<file path="config.mk">
export PLATFORM = sky130hd
export DESIGN_NAME = prio_enc_disp
export DESIGN_NICKNAME = d
export VERILOG_FILES = /design/src/rtl/prio_enc_disp.sv
export SDC_FILE = /design/constraint.sdc
export NUM_CORES = 1
export LEC_CHECK = 0
export ABC_AREA = 1
export CAP_MARGIN = 20
export CORE_UTILIZATION = 24
export DETAILED_ROUTE_END_ITERATION = 7
export GPL_TIMING_DRIVEN = 0
export SYNTH_ARGS = -nofsm -noshare
export SYNTH_HDL_FRONTEND = slang
export SYNTH_SLANG_ARGS = --single-unit
</file>
<file path="constraint.sdc">
create_clock -name clk -period 1.59 [get_ports clk]
set_clock_uncertainty 0.15 [all_clocks]
set_input_delay 0.477 -clock clk [delete_from_list [all_inputs] [get_ports clk]]
set_output_delay 0.477 -clock clk [all_outputs]
set_load 0.01 [all_outputs]
</file>
<file path="src/rtl/prio_enc_disp.sv">
// Debounced priority encoder: commits the highest set bit of x after STABLE_CYC stable cycles, shows it on two hex digits.
// Latency: x first sampled at edge E and held -> idx/valid/changed update at edge E+STABLE_CYC+1; display follows idx combinationally.
// Backpressure: none; free-running sampler, any input change before commit restarts the debounce and holds the old result.
module prio_enc_disp #(
    parameter  int WIDTH      = 16,
    parameter  int STABLE_CYC = 4,
    localparam int IDX_W      = $clog2(WIDTH)
) (
    input  logic             clk,
    input  logic             rst_n,
    input  logic             enable,
    input  logic [WIDTH-1:0] x,
    output logic [IDX_W-1:0] idx,
    output logic             valid,
    output logic             changed,
    output logic [6:0]       hex0,
    output logic [6:0]       hex1
);

    // Counter only has to reach STABLE_CYC, where it saturates.
    localparam int              CNT_W   = $clog2(STABLE_CYC + 1);
    localparam logic [CNT_W-1:0] CNT_MAX = CNT_W'(STABLE_CYC);

    // Glyphs, active-low {g,f,e,d,c,b,a}.
    localparam logic [6:0] SEG_BLANK = 7'h7F;
    localparam logic [6:0] SEG_DASH  = 7'h3F;

    logic [WIDTH-1:0] x_q,       x_d;
    logic [CNT_W-1:0] cnt_q,     cnt_d;
    logic             en_r_q,    en_r_d;
    logic [IDX_W-1:0] idx_q,     idx_d;
    logic             valid_q,   valid_d;
    logic             changed_q, changed_d;

    logic [IDX_W-1:0] enc;
    logic [7:0]       idx_ext;

    // Hex glyph for one nibble.
    function automatic logic [6:0] seg7(input logic [3:0] n);
        logic [6:0] s;
        case (n)
            4'h0:    s = 7'h40;
            4'h1:    s = 7'h79;
            4'h2:    s = 7'h24;
            4'h3:    s = 7'h30;
            4'h4:    s = 7'h19;
            4'h5:    s = 7'h12;
            4'h6:    s = 7'h02;
            4'h7:    s = 7'h78;
            4'h8:    s = 7'h00;
            4'h9:    s = 7'h10;
            4'hA:    s = 7'h08;
            4'hB:    s = 7'h03;
            4'hC:    s = 7'h46;
            4'hD:    s = 7'h21;
            4'hE:    s = 7'h06;
            default: s = 7'h0E;
        endcase
        return s;
    endfunction

    // Priority encode the registered vector; later (higher) bits overwrite lower ones, 0 when empty.
    always_comb begin
        enc = '0;
        for (int i = 0; i < WIDTH; i++) begin
            if (x_q[i]) begin
                enc = IDX_W'(i);
            end
        end
    end

    // Debounce counter, commit and change-detect; disable clears everything but keeps x_q tracking.
    always_comb begin
        x_d       = x;
        en_r_d    = enable;
        cnt_d     = cnt_q;
        idx_d     = idx_q;
        valid_d   = valid_q;
        changed_d = 1'b0;
        if (enable) begin
            if (x != x_q) begin
                cnt_d = '0;
            end else if (cnt_q != CNT_MAX) begin
                cnt_d = cnt_q + CNT_W'(1);
            end
            // Commit uses x_q, which has been stable for STABLE_CYC edges when cnt_q saturates.
            if (cnt_q == CNT_MAX) begin
                idx_d     = enc;
                valid_d   = |x_q;
                changed_d = ({valid_d, idx_d} != {valid_q, idx_q});
            end
        end else begin
            cnt_d   = '0;
            idx_d   = '0;
            valid_d = 1'b0;
        end
    end

    // State registers with asynchronous clear.
    always_ff @(posedge clk or negedge rst_n) begin
        if (!rst_n) begin
            x_q       <= '0;
            cnt_q     <= '0;
            en_r_q    <= 1'b0;
            idx_q     <= '0;
            valid_q   <= 1'b0;
            changed_q <= 1'b0;
        end else begin
            x_q       <= x_d;
            cnt_q     <= cnt_d;
            en_r_q    <= en_r_d;
            idx_q     <= idx_d;
            valid_q   <= valid_d;
            changed_q <= changed_d;
        end
    end

    // Display decode: blank when disabled, dash when nothing committed, else hex digits of idx.
    always_comb begin
        idx_ext              = '0;
        idx_ext[IDX_W-1:0]   = idx_q;
        hex0                 = SEG_BLANK;
        hex1                 = SEG_BLANK;
        if (en_r_q) begin
            if (!valid_q) begin
                hex0 = SEG_DASH;
                hex1 = SEG_DASH;
            end else begin
                hex0 = seg7(idx_ext[3:0]);
                hex1 = seg7(idx_ext[7:4]);
            end
        end
    end

    assign idx     = idx_q;
    assign valid   = valid_q;
    assign changed = changed_q;

endmodule
</file>
==> flow_metrics.env <==
export IMPL_status="finished with violations"
export IMPL_failed_checks="negative setup slack"
export IMPL_ff2ff_path_depth=10
export IMPL_grt_pass1_vias=1523
export IMPL_p_switching_mw=0.321
export IMPL_grt_max_degree=15
export IMPL_p_per_area_mw_per_mm2=500
export IMPL_clock_sinks=26
export IMPL_design_core_area_sq_mm=0.00635
export IMPL_worstSetupStartpointType="flip-flop"
export IMPL_tightest_slew_ps=613
export IMPL_syn_instance_count=190
export IMPL_netlist_area_sq_mm=0.00157
export IMPL_yosys_cell_types_count=34
export IMPL_syn_area_per_cell_sq_um=8.28
export IMPL_clkPwrFrac_pct=29.7
export IMPL_htree_num_levels=1
export IMPL_p_seq_share_pct=55.4
export IMPL_worstHoldPathCells=1
export IMPL_die_area_sq_mm=0.00688
export IMPL_crit_required_ps=960
export IMPL_synth_top_family_by_area="simple AND/OR/NAND/NOR gates"
export IMPL_fin_tns_setup_ps=-6080
export IMPL_ios=39
export IMPL_holdPathEnd="x_q[5]"
export IMPL_wire_per_inst_um=11.7
export IMPL_ant_nets=0
export IMPL_crit_type="reg2out"
export IMPL_cts_hold_buf=0
export IMPL_dp_hpwl_um=2830
export IMPL_max_clock_path_buffers=2
export IMPL_synth_compound_area_share_pct=14.0
export IMPL_grt_pass1_wl_um=6880
export IMPL_clk_latency_ps=270
export IMPL_synth_nets=217
export IMPL_layout_nets=289
export IMPL_antenna_found_initial=0
export IMPL_dieWidth_um=83.0
export IMPL_synth_simple_area_share_pct=22.0
export IMPL_drv_slew=0
export IMPL_irDropWorstVdd_mv=0.380
export IMPL_layout_min_cycle_time_ps=2180
export IMPL_numCtsBuffers=3
export IMPL_p_int_mw=0.951
export IMPL_grt_overflow=0
export IMPL_diodes=0
export IMPL_die_h_um=83.0
export IMPL_routed_wirelength_um=3940
export IMPL_switching_share_pct=25.3
export IMPL_routed_via_density=4.40
export IMPL_dr_total_vias=1488
export IMPL_grtUsageTotal_pct=11.9
export IMPL_hold_viol_final=0
export IMPL_cp_end_kind="primary output"
export IMPL_start_util_pct=24.8
export IMPL_yosys_area_share_adder_pct=6.36
export IMPL_drc_errors=0
export IMPL_setup_slack_ps=-586
export IMPL_rows=29
export IMPL_cp_arrival_ps=1550
export IMPL_first_pass_iters=3
export IMPL_ys_seq_area_share_pct=41.4
export IMPL_hp_start="x[5]"
export IMPL_synth_seq_cells=26
export IMPL_cp_max_fo=4
export IMPL_hp_class="in2reg"
export IMPL_maxSlewHeadroom_pct=59.0
export IMPL_rrSetupSlack_ps=-130
export IMPL_syn2layout_area_growth_pct=62.0
export IMPL_cts_clk_slew_worst_paths_ps=90
export IMPL_rr_startpoint="x_q[12]"
export IMPL_nFillCells=637
export IMPL_drive_gt1_share_pct=45.6
export IMPL_port_buffers=38
export IMPL_yosys_warnings=0
export IMPL_gp_congestion=0.823
export IMPL_post_route_period_util_pct=137
export IMPL_synth_area_mux_share_pct=0
export IMPL_leakagePower_nw=1.14
export IMPL_synth_xor_area_share_pct=5.57
export IMPL_setup_viol_count_final=19
export IMPL_cts_tree="built"
export IMPL_timing_rr_end="changed"
export IMPL_drt_iter0_drc=23
export IMPL_comb_power_share_pct=14.9
export IMPL_rsz0062_at_grt="yes"
export IMPL_fmax_ghz=0.460
export IMPL_timing_hold_ws_ps=225
export IMPL_finish_utilization_pct=40.1
export IMPL_drv_cap=0
export IMPL_cts_root_buf="clkbuf_8"
## power groups by stage
stage                     registers (mW)  clock network [mW]  logic, mW
final                              0.705               0.378      0.189
after global routing               0.708               0.423      0.210
after CTS                          0.703               0.395      0.179
after detailed placement           0.716                   0      0.168
after global placement             0.716                   0      0.162
after floorplan                    0.712                   0     0.0743
## through the flow
stage	worst slack [ps]	std cells	power (mW)	instance area, sq um
3_5_place_dp	-735	306	0.884	2120
3_3_place_gp	-704	305	0.878	2100
2_1_floorplan	-127	190	0.787	1630
4_1_cts	-575	330	1.28	2380
5_1_grt	-661	338	1.34	2550
6_report	-586	338	1.27	2550
## cell usage in the layout, fill, tap and decap left out, types with 5 or more instances in the layout
master	instances
inv_2	8
nor2_2	6
nand3_1	8
dfrtp_1	22
buf_6	25
nand2_1	30
dlygate4sd2_1	14
o21ai_0	5
xor2_1	7
inv_1	16
inv_4	5
buf_4	19
a21oi_1	5
nor2_1	8
buf_2	7
## worst max-delay path, stage by stage (launching register included)
cell and delay (ps):
dfrtp_2 440, inv_4 60, buf_6 130, ha_4 270, nor3_2 40, a21oi_1 120
nand3_1 80, buf_2 140
## sequential cells by signal (all words and copies together), names as in the netlist
name and count:
changed 1, cnt_q 3, en_r_q 1, idx 4, valid 1, x_q 16
## what timing repair did
action | in CTS | in global routing
resized for setup | 129 | 34
cloned | 0 | 0
setup endpoints to repair | 24 | 27
pin swaps | 18 | 11
setup buffers | 20 | 10
## cell families (layout without fill, tap and decap cells)
| logic type | count (synthesis) | in the layout |
|---|---|---|
| DFF | 26 | 26 |
| adders and majority gates | 8 | 8 |
| buffers and inverters | 38 | 109 |
| xor gates and xnor gates | 10 | 10 |
| AOI/OAI and AO/OA | 34 | 34 |
| and+or+nand+nor | 74 | 74 |
## cell type report
cell class                      count  area [sq um]  share of cell area [%]
Sequential cell                    26           656                    25.7
Clock buffer                        4          45.0                    1.77
Multi-Input combinational cell    126           935                    36.7
Timing Repair Buffer               67           606                    23.8
Tap cell                           77          96.3                    3.78
Inverter                           31           139                    5.45
Buffer                              7          71.3                    2.80
## cell usage after synthesis, drive strengths merged
cell	instances	area (sq um)
or2	2	12.5
xnor2	2	17.5
o211ai	3	27.5
nand4	2	18.8
a21oi	8	47.6
nand3	12	70.1
o22ai	3	18.8
a211oi	2	15.0
buf	7	46.3
nor3	2	10.0
a31oi	2	12.5
ha	8	100
nand2	36	140
inv	31	121
nor2	18	82.6
o2111ai	3	26.3
a221oi	2	17.5
o21ai	11	55.1
xor2	8	70.1
dfrtp	26	651
nor4	2	12.5
## metal layers
metal | track usage [%] | up-vias | part of all wire [%]
li1 | - | 764 | -
met1 | 15.6 | 684 | 46
met2 | 20.7 | 36 | 51
met3 | 1.69 | 4 | 2.9
met4 | 2.66 | 0 | 0.79
met5 | 0 | - | 0
## worst max-delay path by stage
stage            from       to  slack, ps  depth (start not counted)
3_3_place_gp   idx[1]  hex0[0]       -700                          7
4_1_cts        idx[1]  hex0[0]       -580                          9
3_5_place_dp   idx[1]  hex0[0]       -730                          7
5_1_grt        idx[1]  hex0[0]       -660                          9
6_report       idx[1]  hex0[3]       -590                          7
2_1_floorplan  idx[1]  hex0[4]       -130                          6
Note: power is estimated with default switching activity, not from simulation.
